--- src/rtl/conc_reduce_if.sv ---
// Result-set input stream and reduced-result output stream of conc_reduce.
interface conc_reduce_if #(parameter int W = 32);
   logic         in_valid;
   logic         in_ready;
   logic [W-1:0] a, b, c, d, e;
   logic         out_valid;
   logic         out_ready;
   logic [W-1:0] out_sum;
   logic [W-1:0] out_xor;
   logic [7:0]   out_tag;

   modport master (
      output in_valid, a, b, c, d, e, out_ready,
      input  in_ready, out_valid, out_sum, out_xor, out_tag
   );

   modport slave (
      input  in_valid, a, b, c, d, e, out_ready,
      output in_ready, out_valid, out_sum, out_xor, out_tag
   );
endinterface

--- src/rtl/conc_reduce.sv ---
// Buffers {a,b,c,d,e} result sets in a FIFO and reduces each one serially
// to a W-bit sum and XOR digest, presented with a rolling 8-bit tag.
//
// state | meaning
// IDLE  | working registers empty, waiting for a FIFO entry
// ACC   | folding elem[idx] into acc_sum/acc_xor, one element per cycle
// HOLD  | result presented on out_*, waiting for out_ready
module conc_reduce #(
   parameter int W     = 32,
   parameter int DEPTH = 2
) (
   input logic          clk,
   input logic          rst_n,
   conc_reduce_if.slave bus
);
   localparam int PW = $clog2(DEPTH);
   localparam logic [PW:0] FULL = (PW+1)'(DEPTH);

   typedef enum logic [1:0] {IDLE, ACC, HOLD} state_t;

   state_t         state, state_n;
   logic [5*W-1:0] mem [DEPTH];
   logic [PW-1:0]  wr_ptr, rd_ptr;
   logic [PW:0]    count;
   logic [W-1:0]   work [5];
   logic [2:0]     idx;
   logic [W-1:0]   acc_sum, acc_xor, sum_n, xor_n;
   logic [W-1:0]   out_sum_q, out_xor_q;
   logic [7:0]     tag_q;
   logic           push, pop, fire;

   // in_ready looks only at the registered count, never at out_ready.
   assign bus.in_ready = rst_n && (count != FULL);
   assign push         = bus.in_valid && bus.in_ready;
   assign fire         = (state == HOLD) && bus.out_ready;
   assign sum_n        = acc_sum + work[idx];
   assign xor_n        = acc_xor ^ work[idx];

   always_comb begin
      state_n = state;
      pop     = 1'b0;
      case (state)
         IDLE: begin
            if (count != '0) begin
               pop     = 1'b1;
               state_n = ACC;
            end
         end
         ACC: begin
            if (idx == 3'd4) state_n = HOLD;
         end
         HOLD: begin
            if (bus.out_ready) begin
               if (count != '0) begin
                  pop     = 1'b1;
                  state_n = ACC;
               end else begin
                  state_n = IDLE;
               end
            end
         end
         default: state_n = IDLE;
      endcase
   end

   always_ff @(posedge clk) begin
      if (push) mem[wr_ptr] <= {bus.e, bus.d, bus.c, bus.b, bus.a};
   end

   always_ff @(posedge clk or negedge rst_n) begin
      if (!rst_n) begin
         state  <= IDLE;
         wr_ptr <= '0;
         rd_ptr <= '0;
         count  <= '0;
      end else begin
         state <= state_n;
         if (push) wr_ptr <= wr_ptr + 1'b1;
         if (pop)  rd_ptr <= rd_ptr + 1'b1;
         case ({push, pop})
            2'b10:   count <= count + 1'b1;
            2'b01:   count <= count - 1'b1;
            default: count <= count;
         endcase
      end
   end

   always_ff @(posedge clk or negedge rst_n) begin
      if (!rst_n) begin
         for (int i = 0; i < 5; i++) work[i] <= '0;
         idx       <= '0;
         acc_sum   <= '0;
         acc_xor   <= '0;
         out_sum_q <= '0;
         out_xor_q <= '0;
         tag_q     <= '0;
      end else begin
         if (pop) begin
            for (int i = 0; i < 5; i++) work[i] <= mem[rd_ptr][i*W +: W];
            idx     <= '0;
            acc_sum <= '0;
            acc_xor <= '0;
         end else if (state == ACC) begin
            acc_sum <= sum_n;
            acc_xor <= xor_n;
            idx     <= idx + 3'd1;
            if (idx == 3'd4) begin
               out_sum_q <= sum_n;
               out_xor_q <= xor_n;
            end
         end
         if (fire) tag_q <= tag_q + 8'd1;
      end
   end

   assign bus.out_valid = (state == HOLD);
   assign bus.out_sum   = out_sum_q;
   assign bus.out_xor   = out_xor_q;
   assign bus.out_tag   = tag_q;
endmodule
--- src/flat_wrapper.sv ---
// flat-port wrapper written by rule: the top's interface ports become plain ports
module conc_reduce_flat 
#(
   parameter int W     = 32,
   parameter int DEPTH = 2
)
  (clk, rst_n, bus_in_valid, bus_a, bus_b, bus_c, bus_d, bus_e, bus_out_ready, bus_in_ready, bus_out_valid, bus_out_sum, bus_out_xor, bus_out_tag);
  conc_reduce_if #(.W(W)) bus_i ();
  input logic clk;
  input logic rst_n;
  input wire logic [$bits(bus_i.in_valid)-1:0] bus_in_valid;
  input wire logic [$bits(bus_i.a)-1:0] bus_a;
  input wire logic [$bits(bus_i.b)-1:0] bus_b;
  input wire logic [$bits(bus_i.c)-1:0] bus_c;
  input wire logic [$bits(bus_i.d)-1:0] bus_d;
  input wire logic [$bits(bus_i.e)-1:0] bus_e;
  input wire logic [$bits(bus_i.out_ready)-1:0] bus_out_ready;
  output wire logic [$bits(bus_i.in_ready)-1:0] bus_in_ready;
  output wire logic [$bits(bus_i.out_valid)-1:0] bus_out_valid;
  output wire logic [$bits(bus_i.out_sum)-1:0] bus_out_sum;
  output wire logic [$bits(bus_i.out_xor)-1:0] bus_out_xor;
  output wire logic [$bits(bus_i.out_tag)-1:0] bus_out_tag;
  assign bus_i.in_valid = bus_in_valid;
  assign bus_i.a = bus_a;
  assign bus_i.b = bus_b;
  assign bus_i.c = bus_c;
  assign bus_i.d = bus_d;
  assign bus_i.e = bus_e;
  assign bus_i.out_ready = bus_out_ready;
  assign bus_in_ready = bus_i.in_ready;
  assign bus_out_valid = bus_i.out_valid;
  assign bus_out_sum = bus_i.out_sum;
  assign bus_out_xor = bus_i.out_xor;
  assign bus_out_tag = bus_i.out_tag;
  conc_reduce #(.W(W), .DEPTH(DEPTH)) u_core (.clk(clk), .rst_n(rst_n), .bus(bus_i));
endmodule
--- config.mk ---
export PLATFORM = sky130hd
export DESIGN_NAME = conc_reduce_flat
export DESIGN_NICKNAME = d
export VERILOG_FILES = /design/src/rtl/conc_reduce_if.sv /design/src/rtl/conc_reduce.sv /design/src/flat_wrapper.sv
export SDC_FILE = /design/constraint.sdc
export NUM_CORES = 1
export LEC_CHECK = 0
export ABC_AREA = 1
export CAP_MARGIN = 20
export CORE_MARGIN = 2
export CORE_UTILIZATION = 55
export CTS_CLUSTER_SIZE = 20
export DETAILED_ROUTE_END_ITERATION = 16
export GPL_TIMING_DRIVEN = 0
export PLACE_DENSITY = 0.77
export SYNTH_ARGS = -nofsm -noshare
export SYNTH_HDL_FRONTEND = slang
export SYNTH_SLANG_ARGS = --single-unit
export TNS_END_PERCENT = 5
--- constraint.sdc ---
create_clock -name clk -period 18.85 [get_ports clk]
set_input_delay 3.77 -clock clk [delete_from_list [all_inputs] [get_ports clk]]
set_output_delay 3.77 -clock clk [all_outputs]
set_load 0.05 [all_outputs]
; Word level (Yosys, flattened, before mapping)
; Memory sizes are Yosys's and may differ from the RTL's. A register that Yosys moved wholly into a read port is not among the register bits.
; Cells that the tools add are included.
[totals]
reg_bits = 145
latchBits = 0
ramBits = 320
rom_bits = 0
in_bits = 164
out_inout_bits = 74
elab_cells = 61
mem_count = 1
[classes]
addsub = 7
n_mul = 0
n_div = 0
magnitude_cmp = 1
eq_ne = 9
n_shift = 0
n_mux = 20
bitwise_logic = 3
reduce_logical = 10
[mem_list]
columns = name, words, width, read_ports, rd_ports_with_merged_regs, wr, line_no
row1 = u_core.mem, 2, 160, 1, 1, 1, conc_reduce.sv:22  ; logic [5*W-1:0] mem [DEPTH];
[ops]
columns = op, n
row1 = $mux W32, 6
row2 = $bmux W32 S3, 1
row3 = $add A32 B32 Y32, 1
row4 = $xor A32 B32 Y32, 1
row5 = $add A8 B1 Y8 const B, 1
row6 = $mux W2, 3
row7 = $mux W3, 2
row8 = $pmux W2 S3, 1
row9 = $reduce_and A3 Y1, 2
row10 = $reduce_bool A2 Y1, 3
row11 = $mux W1, 5
row12 = $eq A2 B1 Y1 const B, 2
row13 = $eq A2 B2 Y1 const B, 2
row14 = $ge A4 B4 Y1 const B, 1
row15 = $ne A2 B1 Y1 const B, 2
row16 = $ne A2 B2 Y1 const B, 2
row17 = $not A3 Y4, 1
row18 = $pmux W2 S2, 1
row19 = $add A3 B1 Y3 const B, 1
row20 = $eq A3 B3 Y1 const B, 1
row21 = $logic_and A1 B1 Y1, 3
row22 = $add A1 B1 Y1 const B, 2
row23 = $add A2 B1 Y2 const B, 1
row24 = $logic_not A2 Y1, 1
row25 = 4 further kinds, 4

; Depth between registers and ports, before layout
; Gate-level depths: netlist of run 1.
[depth]
ltp_word = 7
depth_mapped = 19
depth_no_buf = 18

; Worst setup path before layout of run 1
; OpenSTA, ideal clock, no wires.
[synth_timing]
path_type = input to register
start = input rst_n
end = memory u_core.mem[0][0] (netlist name) (enable)
setup_ps = 682
arrival_ps = 12036
required_ps = 18168
path_slack_ps = 6132
path_stages = 3
n_path_buf = 0
path_cell_list = a21boi_0 nand2_1 nor2_1
[synth_via]
elab_chain_cells = 4
[synth_rtl]
columns = item, line_no
row1 = "start, declared", flat_wrapper.sv:10  ; input logic rst_n;
row2 = $logic_and A1 B1 Y1, conc_reduce.sv:33  ; assign bus.in_ready = rst_n && (count != FULL);
row3 = $logic_and A1 B1 Y1, conc_reduce.sv:34  ; assign push = bus.in_valid && bus.in_ready;
row4 = $mux W1, conc_reduce.sv:67  ; if (push) mem[wr_ptr] <= {bus.e, bus.d, bus.c, bus.b, bus.a};
row5 = $mux W1 (implied by the code), conc_reduce.sv:67
row6 = "end, declared", conc_reduce.sv:22
; Every way passes these cells.

; Final worst setup path of run 1
[layout_timing]
start = input rst_n
end = output bus_in_ready
[layout_via]
elab_chain_cells = 1
[layout_rtl]
columns = item, line_no
row1 = $logic_and A1 B1 Y1, conc_reduce.sv:33
row2 = "end, declared", flat_wrapper.sv:18  ; output wire logic [$bits(bus_i.in_ready)-1:0] bus_in_ready;
; Every way passes these cells.

==> flow_summary.yaml, run 1 <==
logic_synthesis:
  synth-edff-count: 320
  ys_ff_latch: 625
  avgSynthCellArea_um2: 10.5
  yosysMostFrequentCell: "nand2_1"
  synth_ff_type: "edfxtp_1"
  synth_top_area_cell: "edfxtp_1"
  async_reset_ff_share_pct: 48.8
  ys_warn_count: 0
  yosysTopAreaCellShare_pct: 35.6
  ys_top_cells_by_area: "edfxtp_1, dfrtp_1, nand2_1"
  synthTopCellsByCount: "nand2_1, nor2_1, edfxtp_1"
  synth_cell_types: 37
  synth_area_um2: 27000
  synth_nets: 2761
  yosysSeqAreaShare_pct: 63.9
  synth_cells: 2561
drt:
  via_per_inst: 5.56
  wire_per_inst_um: 20.7
  drtAntennaViolNets: 0
  vias: 19700
  drcViolationCount: 0
  wl_mm: 73.4
  drt_first_pass_iters: 7
  drtIter0Drc: 1974
grt:
  grt_overflow: 0
  grt_pass1_vias: 19800
  grt_first_pass_wirelength_mm: 112
  grt_max_degree: 96
  antenna_found_initial: 0
  grtUsageTotal_pct: 29.4
setup_path:
  worstPathRequired_ns: 15.08
  criticalPathCategory: "primary input to primary output"
  r2r_end: "u_core.bus.out_sum[31]"
  critPathLaunchType: "primary input"
  crit_fanout: 47
  rr_startpoint: "u_core.idx[1]"
  regToRegSetupSlack_ns: 15.54
  arrival_ns: 5.27
  cp-end-kind: "primary output"
  rr_worst_depth: 18
flow_run:
  maxCapViolCount: 0
final_layout:
  nNetsFinal: 3074
  n_antenna_cell: 0
  multi_input_area_um2: 8400
  fill_cells: 3575
  syn_to_final_growth_pct: 20.5
  layout-drive-gt1-share_pct: 11.1
  register_area_um2: 17200
power:
  p_seq_share_pct: 31.6
  p_total_mw: 6.64
  p_leak_nw: 13.9
  combinationalPowerShare_pct: 49.9
  p_int_mw: 3.64
  switching_share_pct: 45.1
  netSwitchingPower_mw: 3.00
  clock_power_share_pct: 18.5
  power.density_nw_per_um2: 204
  vdd_drop_max_v: 0.000118
floorplanning:
  ios: 238
  die_y_um: 226
  rows: 81
  initial_core_util_pct: 55.5
  coreArea_um2: 48600
  die_area_um2: 50900
  dieWidth_um: 226
hold_path:
  min_to: "u_core.bus.out_tag[7]"
  min_path_cells: 1
  hp-class: "flop to flop"
  worstHoldStart: "u_core.bus.out_tag[7]"
placed_design:
  hpwl_mm: 54.2
  portBuffers: 237
  gp_congestion: 0.891
timing:
  fmax_ghz: 0.111
  hold_viol_final: 0
  rsz0062_at_grt: "no"
  hold_slack_ns: 0.476
  fin_skew_ns: 0.0160
  worst_pin_slew_ns: 0.828
  drv_slew: 0
  max-slew-margin-rel_pct: 44.8
  fin_crit_ns: 9.04
  setup_viol: 0
  period_share_pct: 47.9
clock_tree:
  ctsResizeCount: 0
  clk_pin_slew_ns: 0.06
  clockBufferDepth: 3
  postCtsSetupBuffers: 0
  cts_buffers: 60
  clock_latency_ns: 0.63
  cts-root-buf: "clkbuf_16"
  cts_tree: "built"
  ctsHoldBuffers: 0
  cts_htree_levels: 2
  cts_num_sinks: 625
outcome:
  status: "completed"
==> critical path: stages <==
cell	delay [ns]
buf_8	0.29
a21boi_0	0.30
clkdlybuf4s50_1	0.88
==> final cells by class <==
cell class | instances | area share [%]
Sequential cell | 625 | 53.0
Clock buffer | 90 | 5.37
Timing Repair Buffer | 251 | 8.31
Buffer | 123 | 1.96
Tap cell | 622 | 2.39
Multi-Input combinational cell | 1621 | 25.8
Clock inverter | 24 | 0.908
Inverter | 192 | 2.22
==> stage by stage <==
step / TNS (ns) / util, % / instances / setup slack [ns] / cell area, um2
after floorplan: 0 / - / 2561 / 6.13 / 27000
after global placement: -2445.29 / 62.0 / 3420 / -7.68 / 30100
after detailed placement: 0 / 62.7 / 3434 / 9.76 / 30500
after CTS: 0 / 66.9 / 3548 / 9.76 / 32500
after global routing: 0 / 66.9 / 3548 / 9.72 / 32500
final: 0 / 66.9 / 3548 / 9.81 / 32500
==> kinds of logic after synthesis <==
group / Yosys count / share of synthesized area [%]
adders and majority gates: 36 / 1.70
buffers and inverters: 315 / 5.04
AOI/OAI and AO/OA: 318 / 9.68
and+or+nand+nor: 1209 / 17.8
muxes: 1 / 0.0417
xor gates and xnor gates: 57 / 1.85
DFF: 625 / 63.9
==> layer usage <==
metal	track usage, %	part of all wire [%]	wire length [um]	up-vias
met5	0	0	0	-
met1	38.7	41	29800	9640
li1	-	-	-	9171
met3	3.91	6.7	4920	155
met4	11.9	4.2	3060	0
met2	49.5	49	35600	769
==> cells in the final DEF (no fill, tap or decap), types with 9 or more instances in the layout <==
cell type	count
clkbuf_1	64
clkbuf_16	61
dfrtp_1	305
xor2_1	39
nand3_1	161
inv_1	185
clkbuf_8	11
o21ai_1	48
o31ai_2	90
buf_6	9
edfxtp_1	320
o22ai_1	31
o31ai_1	70
o21ai_2	31
nor2_1	364
clkdlybuf4s50_1	236
buf_2	57
xnor2_1	18
clkinv_2	11
ha_1	35
buf_4	10
o21ai_0	19
a21oi_1	23
nand2_1	660
==> sequential cells by signal (all words and copies together) (netlist names) <==
register,cells
u_core.mem,320
u_core.work,160
u_core.acc_sum,32
u_core.acc_xor,32
u_core.bus.out_sum,32
u_core.bus.out_xor,32
u_core.bus.out_tag,8
u_core.idx,3
u_core.count,2
u_core.state,2
u_core.rd_ptr,1
u_core.wr_ptr,1
==> power groups by stage <==
stage	clock [mW]	combinational [mW]	sequential, mW
floorplan	0	2.03	2.30
global placement	0	3.18	2.14
detailed placement	0	3.27	2.11
CTS	1.24	3.29	2.09
global route	1.30	3.63	2.13
finish	1.23	3.31	2.10
==> how the worst max path moves through the flow <==
stage | startpoint | to | cells after the start
after floorplan | rst_n | u_core.mem[0][0] | 3
after global placement | rst_n | u_core.mem[0][26] | 4
after detailed placement | rst_n | bus_in_ready | 3
after CTS | rst_n | bus_in_ready | 3
after global routing | rst_n | bus_in_ready | 3
final | rst_n | bus_in_ready | 3
Power figures use the tool's default switching activity.
==> run 2, diff against run 1 <==
--- a/config.mk
+++ b/config.mk
@@ -8,11 +8,11 @@
 export ABC_AREA = 1
 export CAP_MARGIN = 20
 export CORE_MARGIN = 2
-export CORE_UTILIZATION = 55
+export CORE_UTILIZATION = 52
 export CTS_CLUSTER_SIZE = 20
 export DETAILED_ROUTE_END_ITERATION = 16
 export GPL_TIMING_DRIVEN = 0
-export PLACE_DENSITY = 0.77
+export PLACE_DENSITY = 0.76
 export SYNTH_ARGS = -nofsm -noshare
 export SYNTH_HDL_FRONTEND = slang
 export SYNTH_SLANG_ARGS = --single-unit
==> constraint.sdc (replaced) <==
create_clock -name clk -period 8.2 [get_ports clk]
set_input_delay 1.64 -clock clk [delete_from_list [all_inputs] [get_ports clk]]
set_output_delay 1.64 -clock clk [all_outputs]
set_load 0.05 [all_outputs]
==> run 2 against run 1 <==
Against the previous run: die area is 5.7% higher; final cell count grew 1.7%; critical path depth is 1 higher; wire length grew 3.5%; via count grew 0.61%; clock skew is 0.014 ns higher; flip-flop and latch count stayed put; non-clock buffer count did not move; count of clock-buffer cells in the layout down 4; register-to-register slack worse by 11 ns; final area is 1.2% higher; critical path type unchanged; largest cell class unchanged.
==> flow_summary.yaml, run 2 (synthesis gave the netlist of run 1 again) <==
timing:
  worst_pin_slew_ns: 0.797
  fmax_ghz: 0.199
  hold_slack_ns: 0.476
  setup_tns_ns: 0
  drv_slew: 0
  rsz0062_at_grt: "no"
  max-slew-margin-rel_pct: 46.8
  hold_viol_final: 0
  fin_crit_ns: 5.02
  setup_viol: 0
  period_share_pct: 61.3
  fin_ws_ns: 3.18
  fin_skew_ns: 0.0301
final_layout:
  largest_register_ffs: 320
  final_cell_mix: "nand2_1, nor2_1, edfxtp_1"
  n_antenna_cell: 0
  reg.largest.list: "u_core.mem (320), u_core.work (160)"
  instances_no_fill: 3608
  syn_to_final_growth_pct: 21.9
  largest_register: "u_core.mem"
  layout-drive-gt1-share_pct: 11.4
  layout_commonest_cell: "nand2_1"
  nNetsFinal: 3075
drt:
  wl_mm: 76.0
  drtIter0Drc: 1581
  via_per_inst: 5.50
  drcViolationCount: 0
  vias: 19900
  wire_per_inst_um: 21.1
  drt_first_pass_iters: 5
  drtAntennaViolNets: 0
clock_tree:
  cts_num_sinks: 625
  cts_tree: "built"
  cts_buffers: 61
  clock_latency_ns: 0.64
  clockBufferDepth: 3
  cts-root-buf: "clkbuf_16"
  cts_htree_levels: 2
  postCtsSetupBuffers: 0
  ctsHoldBuffers: 0
  clk_pin_slew_ns: 0.06
  ctsResizeCount: 0
outcome:
  status: "completed"
placed_design:
  hpwl_mm: 55.4
  portBuffers: 237
  pre_cts_slack_ns: 3.08
  place_inst: 3492
  gp_congestion: 1.04
setup_path:
  cp-end-kind: "primary output"
  cp_cell_sequence: "buf_8 -> buf_16 -> a21boi_0 -> clkdlybuf4s50_1"
  critPathLaunchType: "primary input"
  worstPathRequired_ns: 6.56
  slowest_stage: "clkdlybuf4s50_1"
  critPathLaunch: "rst_n"
  criticalPathCategory: "primary input to primary output"
  crit_fanout: 122
  slowest_delay_ns: 0.89
  rr_startpoint: "u_core.idx[0]"
  arrival_ns: 3.38
floorplanning:
  coreArea_um2: 51300
  ios: 238
  die_area_um2: 53700
  dieWidth_um: 232
  rows: 83
  die_y_um: 232
  initial_core_util_pct: 52.6
grt:
  grt_max_degree: 123
  grtUsageTotal_pct: 28.5
  grt_pass1_vias: 20000
  grt_first_pass_wirelength_mm: 116
  grt_overflow: 0
  antenna_found_initial: 0
hold_path:
  hp-class: "flop to flop"
  worstHoldStart: "u_core.bus.out_sum[27]"
power:
  p_seq_share_pct: 30.8
  p_leak_nw: 14.1
  power.density_nw_per_um2: 477
  vdd_drop_max_v: 0.000221
  clock_power_share_pct: 20.3
  p_int_mw: 8.70
  combinationalPowerShare_pct: 48.9
  switching_share_pct: 44.5
  p_total_mw: 15.7
  netSwitchingPower_mw: 6.99
flow_run:
  maxCapViolCount: 0
==> run 2: path summary, 6_finish.rpt <==
path,to,slack [ns],cells past startpoint
worst max-delay path,bus_in_ready,3.18,4
worst min-delay path,u_core.bus.out_sum[27],0.48,2
worst max register to register,u_core.acc_sum[15],4.86,16
worst min register to register,u_core.bus.out_sum[27],0.48,2
max in group asynchronous,u_core.idx[1],5.82,4
min in group asynchronous,u_core.bus.out_tag[5],1.05,2
==> run 2: metrics by stage <==
step / utilization [%] / cell area (um2)
floorplan: - / 27000
global placement: 58.9 / 30200
finish: 64.1 / 32900
detailed placement: 59.6 / 30600
CTS: 64.1 / 32900
global route: 64.1 / 32900
==> run 2: cell type report <==
type | count | area [um2]
Fill cell | 4040 | 18400
Sequential cell | 625 | 17200
Multi-Input combinational cell | 1621 | 8400
Timing Repair Buffer | 251 | 2700
Clock buffer | 86 | 1850
Tap cell | 680 | 851
Inverter | 192 | 723
Buffer | 123 | 638
Clock inverter | 30 | 500
==> run 2: worst max-delay path: cells and delay by family <==
kind,cells,cell delay (ns)
buf+inv,3,1.37
compound gates,1,0.34
==> run 2: routing by layer <==
| layer | GRT usage, % | up-vias | share of wire (%) |
|---|---|---|---|
| met4 | 11.9 | 0 | 4.5 |
| li1 | - | 9192 | - |
| met5 | 0 | - | 0 |
| met2 | 47.6 | 726 | 49 |
| met1 | 37.8 | 9776 | 41 |
| met3 | 3.76 | 161 | 6.2 |
==> run 2: power groups by stage <==
stage	combinational, mW	sequential (mW)	clock [mW]
floorplan	4.66	5.28	0
global placement	7.34	4.94	0
detailed placement	7.57	4.86	0
CTS	7.64	4.81	3.23
global route	8.42	4.91	3.35
finish	7.67	4.83	3.19
